==> src/rtl/mux_four_arbiter_pkg.sv <==
// rtl/mux_four_arbiter_pkg.sv - shared constants, state type and helpers for the 4-way mux arbiter
package mux_four_arbiter_pkg;

    localparam int ARB_N = 4;

    typedef enum logic {
        ARB_IDLE  = 1'b0,
        ARB_OWNED = 1'b1
    } arb_state_t;

    // Hold counter width: max(1, clog2(max_hold)).
    function automatic int hold_width(input int max_hold);
        return (max_hold > 2) ? $clog2(max_hold) : 1;
    endfunction

    function automatic logic [ARB_N-1:0] onehot4(input logic [1:0] idx);
        return 4'b0001 << idx;
    endfunction

endpackage

==> src/rtl/mux_four_arbiter_if.sv <==
// rtl/mux_four_arbiter_if.sv - request/grant/select bundle between requesters and the arbiter
interface mux_four_arbiter_if;
    import mux_four_arbiter_pkg::*;

    logic [ARB_N-1:0] req;
    logic [ARB_N-1:0] grant;
    logic [1:0]       select;
    logic             busy;

    modport master (
        output req,
        input  grant,
        input  select,
        input  busy
    );

    modport slave (
        input  req,
        output grant,
        output select,
        output busy
    );

endinterface

==> src/rtl/mux_four_arbiter_rr_pick.sv <==
// rtl/mux_four_arbiter_rr_pick.sv - combinational round-robin picker: first set req bit from ptr upward, mod 4
module rr_pick_four
    import mux_four_arbiter_pkg::*;
(
    input  logic [ARB_N-1:0] req,
    input  logic [1:0]       ptr,
    output logic [1:0]       idx,
    output logic             found
);

    logic [1:0] pos;

    // Scan from the farthest offset down so the nearest hit to ptr wins last.
    always_comb begin
        idx   = 2'd0;
        found = 1'b0;
        pos   = 2'd0;
        for (int k = ARB_N - 1; k >= 0; k--) begin
            pos = ptr + 2'(k);
            if (req[pos]) begin
                idx   = pos;
                found = 1'b1;
            end
        end
    end

endmodule

==> src/rtl/mux_four_arbiter.sv <==
// rtl/mux_four_arbiter.sv - round-robin arbiter driving the select of a shared 4:1 mux with a hold limit
module mux_four_arbiter
    import mux_four_arbiter_pkg::*;
#(
    parameter int MAX_HOLD = 4
) (
    input  logic               clk,
    input  logic               reset,
    mux_four_arbiter_if.slave  bus
);

    localparam int             HW        = hold_width(MAX_HOLD);
    localparam logic [HW-1:0]  HOLD_LAST = HW'(MAX_HOLD - 1);
    localparam logic [HW-1:0]  HOLD_ONE  = HW'(1);

    arb_state_t       state, state_n;
    logic [1:0]       owner, owner_n;
    logic [1:0]       ptr, ptr_n;
    logic [HW-1:0]    hold_cnt, hold_n;

    logic [ARB_N-1:0] grant_q;
    logic [1:0]       select_q;
    logic             busy_q;

    logic [1:0]       pick_ptr;
    logic [1:0]       pick_idx;
    logic             pick_found;
    logic             others;
    logic             release_now;

    // While owned, the only pick that matters is the re-pick on release, which scans from owner+1.
    assign pick_ptr    = (state == ARB_OWNED) ? (owner + 2'd1) : ptr;
    assign others      = |(bus.req & ~onehot4(owner));
    assign release_now = !bus.req[owner] || ((hold_cnt == HOLD_LAST) && others);

    rr_pick_four u_pick (
        .req   (bus.req),
        .ptr   (pick_ptr),
        .idx   (pick_idx),
        .found (pick_found)
    );

    always_comb begin
        state_n = state;
        owner_n = owner;
        ptr_n   = ptr;
        hold_n  = hold_cnt;
        case (state)
            ARB_IDLE: begin
                if (pick_found) begin
                    state_n = ARB_OWNED;
                    owner_n = pick_idx;
                    hold_n  = '0;
                end
            end
            ARB_OWNED: begin
                if (release_now) begin
                    ptr_n = owner + 2'd1;
                    if (pick_found) begin
                        owner_n = pick_idx;
                        hold_n  = '0;
                    end else begin
                        state_n = ARB_IDLE;
                    end
                end else if (hold_cnt != HOLD_LAST) begin
                    hold_n = hold_cnt + HOLD_ONE;
                end
            end
            default: begin
                state_n = ARB_IDLE;
            end
        endcase
    end

    // Outputs are registered from the next-state values so grant and select switch on the same edge.
    always_ff @(posedge clk or posedge reset) begin
        if (reset) begin
            state    <= ARB_IDLE;
            owner    <= 2'd0;
            ptr      <= 2'd0;
            hold_cnt <= '0;
            grant_q  <= '0;
            select_q <= 2'd0;
            busy_q   <= 1'b0;
        end else begin
            state    <= state_n;
            owner    <= owner_n;
            ptr      <= ptr_n;
            hold_cnt <= hold_n;
            grant_q  <= (state_n == ARB_OWNED) ? onehot4(owner_n) : '0;
            select_q <= owner_n;
            busy_q   <= (state_n == ARB_OWNED);
        end
    end

    assign bus.grant  = grant_q;
    assign bus.select = select_q;
    assign bus.busy   = busy_q;

endmodule
==> src/flat_wrapper.sv <==
// flat-port wrapper written by rule: the top's interface ports become plain ports
module mux_four_arbiter_flat import mux_four_arbiter_pkg::*;
#(
    parameter int MAX_HOLD = 4
)
  (clk, reset, bus_req, bus_grant, bus_select, bus_busy);
  mux_four_arbiter_if bus_i ();
  input  logic clk;
  input  logic reset;
  input wire logic [$bits(bus_i.req)-1:0] bus_req;
  output wire logic [$bits(bus_i.grant)-1:0] bus_grant;
  output wire logic [$bits(bus_i.select)-1:0] bus_select;
  output wire logic [$bits(bus_i.busy)-1:0] bus_busy;
  assign bus_i.req = bus_req;
  assign bus_grant = bus_i.grant;
  assign bus_select = bus_i.select;
  assign bus_busy = bus_i.busy;
  mux_four_arbiter #(.MAX_HOLD(MAX_HOLD)) u_core (.clk(clk), .reset(reset), .bus(bus_i));
endmodule
==> config.mk <==
export PLATFORM = sky130hd
export DESIGN_NAME = mux_four_arbiter_flat
export DESIGN_NICKNAME = d
export VERILOG_FILES = /design/src/rtl/mux_four_arbiter_pkg.sv /design/src/rtl/mux_four_arbiter_if.sv /design/src/rtl/mux_four_arbiter_rr_pick.sv /design/src/rtl/mux_four_arbiter.sv /design/src/flat_wrapper.sv
export SDC_FILE = /design/constraint.sdc
export NUM_CORES = 1
export LEC_CHECK = 0
export CORE_ASPECT_RATIO = 1.5
export CORE_MARGIN = 3
export CORE_UTILIZATION = 35
export DETAILED_ROUTE_END_ITERATION = 8
export DONT_BUFFER_PORTS = 1
export GPL_TIMING_DRIVEN = 0
export PLACE_DENSITY = 0.55
export SLEW_MARGIN = 0
export SYNTH_ARGS = -nofsm -noshare
export SYNTH_HDL_FRONTEND = slang
export SYNTH_HIERARCHICAL = 1
export SYNTH_SLANG_ARGS = --single-unit
export TNS_END_PERCENT = 10
==> constraint.sdc <==
create_clock -name clk -period 2.12 [get_ports clk]
set_input_delay 0.318 -clock clk [delete_from_list [all_inputs] [get_ports clk]]
set_output_delay 0.318 -clock clk [all_outputs]
set_load 0.01 [all_outputs]
==> results.ini, run 1 <==
[sta]
finalWorstSetupSlack_ns=0.0727
final-max-slew-violation-count=0
fin_crit_sh=0.966
relSlewSlack=0.684
final_setup_fails=0
tightestPinTransition_ns=0.472
hold_viol=0
fin_worst_skew_ns=0.00385
timing.setup.tns_ns=0
period_needed_ns=2.05
unrepaired_setup_endpoints_after_global_routing=yes
fmax_ghz=0.488

[run]
cap_violations=0

[floorplanning]
floorplan.die_area_mm2=0.00280
die_w_um=44.2
io_pins=13
dieHeight_um=63.3
floorplan.rows=20
fp.coreArea_mm2=0.00205
floorplan.initialDensity=0.374

[logic_synthesis]
synth.top_cells.by_area=sky130_fd_sc_hd__dfrtp_1 (36%), sky130_fd_sc_hd__ha_1 (8.2%), sky130_fd_sc_hd__mux2i_1 (7.8%), sky130_fd_sc_hd__mux2_2 (4.4%), sky130_fd_sc_hd__nand2_1 (3.9%)
synth_nets=81
synthesis.area_um2=767
netlist.area_leader.share=0.359
number_of_distinct_library_cell_variants_in_the_gate_level_netlist_after_synthesis=27
synth.most_common_cell=sky130_fd_sc_hd__dfrtp_1
synthArstFlopShare=1.00
synthesis.instances=70
yosysTopAreaCell=sky130_fd_sc_hd__dfrtp_1
number_of_flip_flops_and_latches_in_the_synthesized_netlist=11
syn_area_per_cell_um2=11.0
yosys-top-cells-count=sky130_fd_sc_hd__dfrtp_1 (11), sky130_fd_sc_hd__nand2_1 (8), sky130_fd_sc_hd__mux2i_1 (6), sky130_fd_sc_hd__nor2_1 (6), sky130_fd_sc_hd__ha_1 (5)
yosys_warnings=6
seq_area_frac_synth=0.359
synth_edf_count=0
synth_ff_type=sky130_fd_sc_hd__dfrtp_1

[worst_setup_path]
path_cells=inv_4 -> ha_4 -> mux2_4 -> mux2i_1 -> a211oi_2 -> nor3_2 -> mux2_4
r2r_slack_ns=0.07
worstSetupEndpointType=flop
crit_required_ns=2.28
crit_buf_inv=1
category_of_the_worst_setup_path_launch_point=flop
worstSetupPathType=flop to flop
critical_path.most_common_cell=sky130_fd_sc_hd__mux2_4
timing.rr.start=u_core/bus.select[0]$_DFF_PP0_
timing.reg2reg.worst_path_depth=7
critPathTopFamily=multiplexers
max_stage_delay_ns=0.49
timing.rr.end=u_core/bus.grant[0]$_DFF_PP0_
crit_path_slowest_cell=sky130_fd_sc_hd__dfrtp_2
path_max_fanout=7
timing.critical_path.arrival_ns=2.21

[min_path]
timing.hold.worst_path_depth=3
worstHoldStart=bus_req[0]
worst_min_delay_path_category=input pin to flop
min_delay_worst_endpoint=u_core/bus.grant[3]$_DFF_PP0_

[clock_tree]
clockBufferDepth=2
clock_h_tree_levels=1
tritoncts_clock_tree=yes
worstSkewPairLatency_ns=0.27
cts_root_buffer=sky130_fd_sc_hd__clkbuf_4
clkSinkCount=11
tritoncts.num_buffers=3
clock_pin_slew_on_the_worst_setup_and_hold_paths_ns=0.07

[global_route]
groute.usage.overall=0.119
global_route.overflow_total=0
number_of_antenna_violations_at_the_first_check_in_global_routing=0
pin_count_of_the_biggest_net_entering_global_routing=12
grt_pass1_vias=540
grt_pass1_wl_mm=2.46

[drt]
wl_per_cell_um=14.8
detailedRoute.firstPassIterationCount=3
remaining_drc_errors=0
dr.first_iter.drc_count=15
antenna_violating_nets_post_route=0
wl_mm=1.48
vias_per_cell=5.30
detailroute.via_count=530

[placed_design]
hpwl_mm=1.10
preCtsSetupSlack_ns=-0.185
routabilityCongestion=0.708
place.port_buffers=0
number_of_instances_in_the_placed_design=92

[final_layout]
antennaDiodeCount=0
area_delta_synth_final_pct=15.7
final_nets=90
finalNonFillerCells=100
final_util=0.432
ratio_of_cells_with_drive_above_1_in_the_final_layout=0.321

[status]
outcome=completed

[pwr]
worst_ir_drop_vdd_mv=0.728
leakagePower_nw=0.388
finalPower_w=0.00133
pwr_density_cell_mw_per_mm2=1500

-- worst max path at each step --
stage | from | endpoint | slack, ns | depth (start not counted)
final | u_core/bus.select[0]$_DFF_PP0_ | u_core/bus.grant[0]$_DFF_PP0_ | 0.07 | 7
after global routing | u_core/bus.select[0]$_DFF_PP0_ | u_core/bus.grant[0]$_DFF_PP0_ | -0.02 | 7
after CTS | u_core/bus.select[0]$_DFF_PP0_ | u_core/bus.grant[0]$_DFF_PP0_ | 0.01 | 7
after detailed placement | u_core/bus.select[1]$_DFF_PP0_ | u_core/bus.grant[0]$_DFF_PP0_ | -0.18 | 7
after global placement | u_core/bus.select[1]$_DFF_PP0_ | u_core/bus.grant[0]$_DFF_PP0_ | -0.17 | 7
after floorplan | u_core/bus.select[1]$_DFF_PP0_ | u_core/bus.grant[0]$_DFF_PP0_ | 0.05 | 7
-- timing repair --
action / CTS / global route
hold endpoints to repair: 11 / 0
buffers inserted: 3 / 0
hold buffers: 1 / 0
gates cloned: 0 / 0
resized for setup: 5 / 7
pin swaps: 2 / 3
endpoints found under the setup margin: 5 / 6
-- cell usage in the layout (no fill, tap or decap), types with 2 or more instances in the layout --
cell type,synthesis,layout
sky130_fd_sc_hd__nor2b_1,3,3
sky130_fd_sc_hd__mux2_1,2,2
sky130_fd_sc_hd__mux2i_1,6,6
sky130_fd_sc_hd__dfrtp_1,11,9
sky130_fd_sc_hd__ha_1,5,4
sky130_fd_sc_hd__mux2_2,3,2
sky130_fd_sc_hd__clkbuf_4,0,3
sky130_fd_sc_hd__nand2_1,8,8
sky130_fd_sc_hd__dfrtp_2,0,2
sky130_fd_sc_hd__nor2_1,6,5
sky130_fd_sc_hd__nand2b_1,2,2
sky130_fd_sc_hd__buf_1,0,2
sky130_fd_sc_hd__inv_4,0,2
sky130_fd_sc_hd__inv_1,4,2
sky130_fd_sc_hd__nand3b_1,3,3
sky130_fd_sc_hd__mux2_4,1,2
-- logic make-up (layout without fill, tap and decap cells) --
kind of cell | count (synthesis) | count (layout) | share of synthesized area
buffers and inverters | 5 | 13 | 0.0245
AND/OR/NAND/NOR | 28 | 28 | 0.210
multiplexers | 13 | 13 | 0.201
adder cells (fa/ha/maj) | 5 | 5 | 0.0816
flip-flops | 11 | 11 | 0.359
AO/OA/AOI/OAI | 8 | 8 | 0.124
-- stage by stage --
step	instance area, um2	hold WS [ns]
2_1_floorplan	768	0.170
3_3_place_gp	796	0.221
3_5_place_dp	796	0.227
4_1_cts	858	0.321
5_1_grt	887	0.336
6_report	887	0.322
-- state kept, by name, summed over array words and instances (netlist names) --
name	cells
u_core/hold_cnt	2
u_core/bus.select	2
u_core/bus.grant	4
u_core/bus.busy	1
u_core/ptr	2
-- layout make-up --
type,instances,area [um2]
Multi-Input combinational cell,54,505
Fill cell,203,1160
Buffer,1,5.00
Inverter,4,20.0
Timing Repair Buffer,4,25.0
Sequential cell,11,278
Clock buffer,4,26.3
Tap cell,22,27.5
-- where the power goes --
part / switching (W) / total, W / internal, W / leakage [nW]
combinational: 0.000378 / 0.000773 / 0.000395 / 0.242
clock: 0.0000688 / 0.000142 / 0.0000728 / 0.0150
sequential: 0.000110 / 0.000416 / 0.000306 / 0.131
total: 0.000557 / 0.00133 / 0.000774 / 0.388
-- layer usage --
metal  global-route usage  up-vias  wire length [um]
met3               0.0257        4                75
li1                     -      261                 -
met2                0.179       10               728
met5                    0        -                 0
met1                0.147      255               636
met4               0.0792        0                43
-- tightest hold or removal path, stage by stage --
cell,delay (ns)
sky130_fd_sc_hd__a211oi_2,0.08
sky130_fd_sc_hd__nand3_1,0.08
sky130_fd_sc_hd__mux2i_1,0.07
(Power assumes the default switching activity.)
==> inputs of run 2 (changes only) <==
--- a/config.mk
+++ b/config.mk
@@ -5,13 +5,11 @@
 export SDC_FILE = /design/constraint.sdc
 export NUM_CORES = 1
 export LEC_CHECK = 0
-export CORE_ASPECT_RATIO = 1.5
-export CORE_MARGIN = 3
-export CORE_UTILIZATION = 35
+export CORE_UTILIZATION = 54
 export DETAILED_ROUTE_END_ITERATION = 8
 export DONT_BUFFER_PORTS = 1
 export GPL_TIMING_DRIVEN = 0
-export PLACE_DENSITY = 0.55
+export PLACE_DENSITY = 0.76
 export SLEW_MARGIN = 0
 export SYNTH_ARGS = -nofsm -noshare
 export SYNTH_HDL_FRONTEND = slang
==> results.ini, run 2 (synthesized netlist as in run 1, its figures left out) <==
[drt]
wl_mm=1.38
remaining_drc_errors=0
detailroute.via_count=561
vias_per_cell=5.91
wl_per_cell_um=14.5
dr.first_iter.drc_count=12
antenna_violating_nets_post_route=0
detailedRoute.firstPassIterationCount=4

[worst_setup_path]
worstSetupEndpointType=flop
max_stage_delay_ns=0.49
timing.rr.end=u_core/bus.grant[0]$_DFF_PP0_
timing.critical_path.arrival_ns=2.22
worstSetupPathType=flop to flop
critPathTopFamily=multiplexers
path_cells=inv_4 -> ha_4 -> mux2_4 -> mux2i_2 -> a211oi_4 -> nor3_2 -> mux2_4
r2r_slack_ns=0.06
path_max_fanout=7
crit_required_ns=2.28
cp.depth=7
critical_path.most_common_cell=sky130_fd_sc_hd__mux2_4
crit_buf_inv=1
timing.reg2reg.worst_path_depth=7
crit_path_slowest_cell=sky130_fd_sc_hd__dfrtp_2
category_of_the_worst_setup_path_launch_point=flop
timing.rr.start=u_core/bus.select[0]$_DFF_PP0_

[final_layout]
stdcell_area_um2=898
final_nets=92
final_common_cell=sky130_fd_sc_hd__dfrtp_1
ratio_of_cells_with_drive_above_1_in_the_final_layout=0.338
largest_reg_flops=4
antennaDiodeCount=0
area_delta_synth_final_pct=17.1
most_used_cells_in_the_layout_excluding_fill_and_tap_cells=sky130_fd_sc_hd__dfrtp_1 (9), sky130_fd_sc_hd__nand2_1 (8), sky130_fd_sc_hd__mux2i_1 (5), sky130_fd_sc_hd__nor2_1 (5), sky130_fd_sc_hd__ha_1 (4)
fillers=93
final_util=0.682
finalNonFillerCells=95

[sta]
hold_viol=0
fin_worst_skew_ns=0.00620
fmax_ghz=0.485
relSlewSlack=0.690
timing.setup.tns_ns=0
fin_crit_sh=0.973
period_needed_ns=2.06
final-max-slew-violation-count=0
tightestPinTransition_ns=0.464
unrepaired_setup_endpoints_after_global_routing=yes
final_setup_fails=0

[floorplanning]
floorplan.die_area_mm2=0.00157
fp.coreArea_mm2=0.00132
die_w_um=39.7
floorplan.initialDensity=0.582
io_pins=13
dieHeight_um=39.7
floorplan.rows=13

[clock_tree]
worstSkewPairLatency_ns=0.27
clkSinkCount=11
clockBufferDepth=2
tritoncts.num_buffers=3
cts_root_buffer=sky130_fd_sc_hd__clkbuf_4
tritoncts_clock_tree=yes
clock_pin_slew_on_the_worst_setup_and_hold_paths_ns=0.06
clock_h_tree_levels=1

[global_route]
groute.layer.met3.usage=0.0852
busiest_layer=met2
groute.usage.overall=0.217
grt_pass1_wl_mm=2.21
global_route.overflow_total=0
number_of_antenna_violations_at_the_first_check_in_global_routing=0
grt_pass1_vias=491
grtUsageMet2=0.361
gr_util_met1=0.259
pin_count_of_the_biggest_net_entering_global_routing=12

[placed_design]
hpwl_um=920
place.port_buffers=0
routabilityCongestion=0.803
number_of_instances_in_the_placed_design=85
dpl_cell_area_um2=787

[run]
cap_violations=0

[status]
outcome=completed

[pwr]
pwr_density_cell_mw_per_mm2=1530
leakagePower_nw=0.397
worst_ir_drop_vdd_mv=0.758

[min_path]
min_delay_worst_endpoint=u_core/bus.grant[1]$_DFF_PP0_
worstHoldStart=bus_req[0]
timing.hold.worst_path_depth=3
worst_min_delay_path_category=input pin to flop

run 2: cell types whose count changed in the layout (fill, tap and decap cells not counted), sizes merged:
cell / before / now
buf: 3 / 5
run 2: where the power goes:
part           switching, W  total, W  internal (W)
clock             0.0000638  0.000137     0.0000727
combinational      0.000398  0.000829      0.000431
sequential         0.000103  0.000409      0.000306
run 2: area by class of cell:
type                       count  area [um2]  area share
clock buffer                   4        26.3      0.0292
buffer                         1        5.00     0.00557
sequential                    11         278       0.309
inverter                       4        17.5      0.0195
tap                           15        18.8      0.0209
multi-input combinational     54         513       0.571
timing repair buffer           6        40.0      0.0446
run 2: what timing repair did:
item                       4_1_cts  5_1_grt
pin swaps                        2        3
cloned                           0        0
setup endpoints to repair        5        3
hold buffers                     1        0
setup buffers                    2        3
gates resized for setup          6        6
hold endpoints to repair        11        0
run 2: tightest hold or removal path, delay by kind of cell:
kind            cells  cell delay [ns]
compound gates      1             0.07
simple gates        1             0.09
mux                 1             0.06
run 2: worst max-delay path by stage:
stage,slack [ns],from,endpoint
finish,0.06,u_core/bus.select[0]$_DFF_PP0_,u_core/bus.grant[0]$_DFF_PP0_
global route,-0.03,u_core/bus.select[0]$_DFF_PP0_,u_core/bus.grant[0]$_DFF_PP0_
CTS,0.03,u_core/bus.select[1]$_DFF_PP0_,u_core/bus.grant[0]$_DFF_PP0_
detailed placement,-0.21,u_core/bus.select[1]$_DFF_PP0_,u_core/bus.grant[0]$_DFF_PP0_
global placement,-0.18,u_core/bus.select[1]$_DFF_PP0_,u_core/bus.grant[0]$_DFF_PP0_
floorplan,0.05,u_core/bus.select[1]$_DFF_PP0_,u_core/bus.grant[0]$_DFF_PP0_
run 2: stage by stage:
step	hold WS (ns)	worst slack, ns	power, W
3_5_place_dp	0.216	-0.209	0.00107
2_1_floorplan	0.170	0.0501	0.000966
5_1_grt	0.307	-0.0313	0.00148
6_report	0.308	0.0574	0.00137
3_3_place_gp	0.215	-0.181	0.00105
4_1_cts	0.329	0.0272	0.00127
run 2: routing by layer:
metal	vias to the layer above	routed length, um
met2	9	754
met1	287	574
met3	0	49
met5	-	0
met4	0	0
li1	265	-
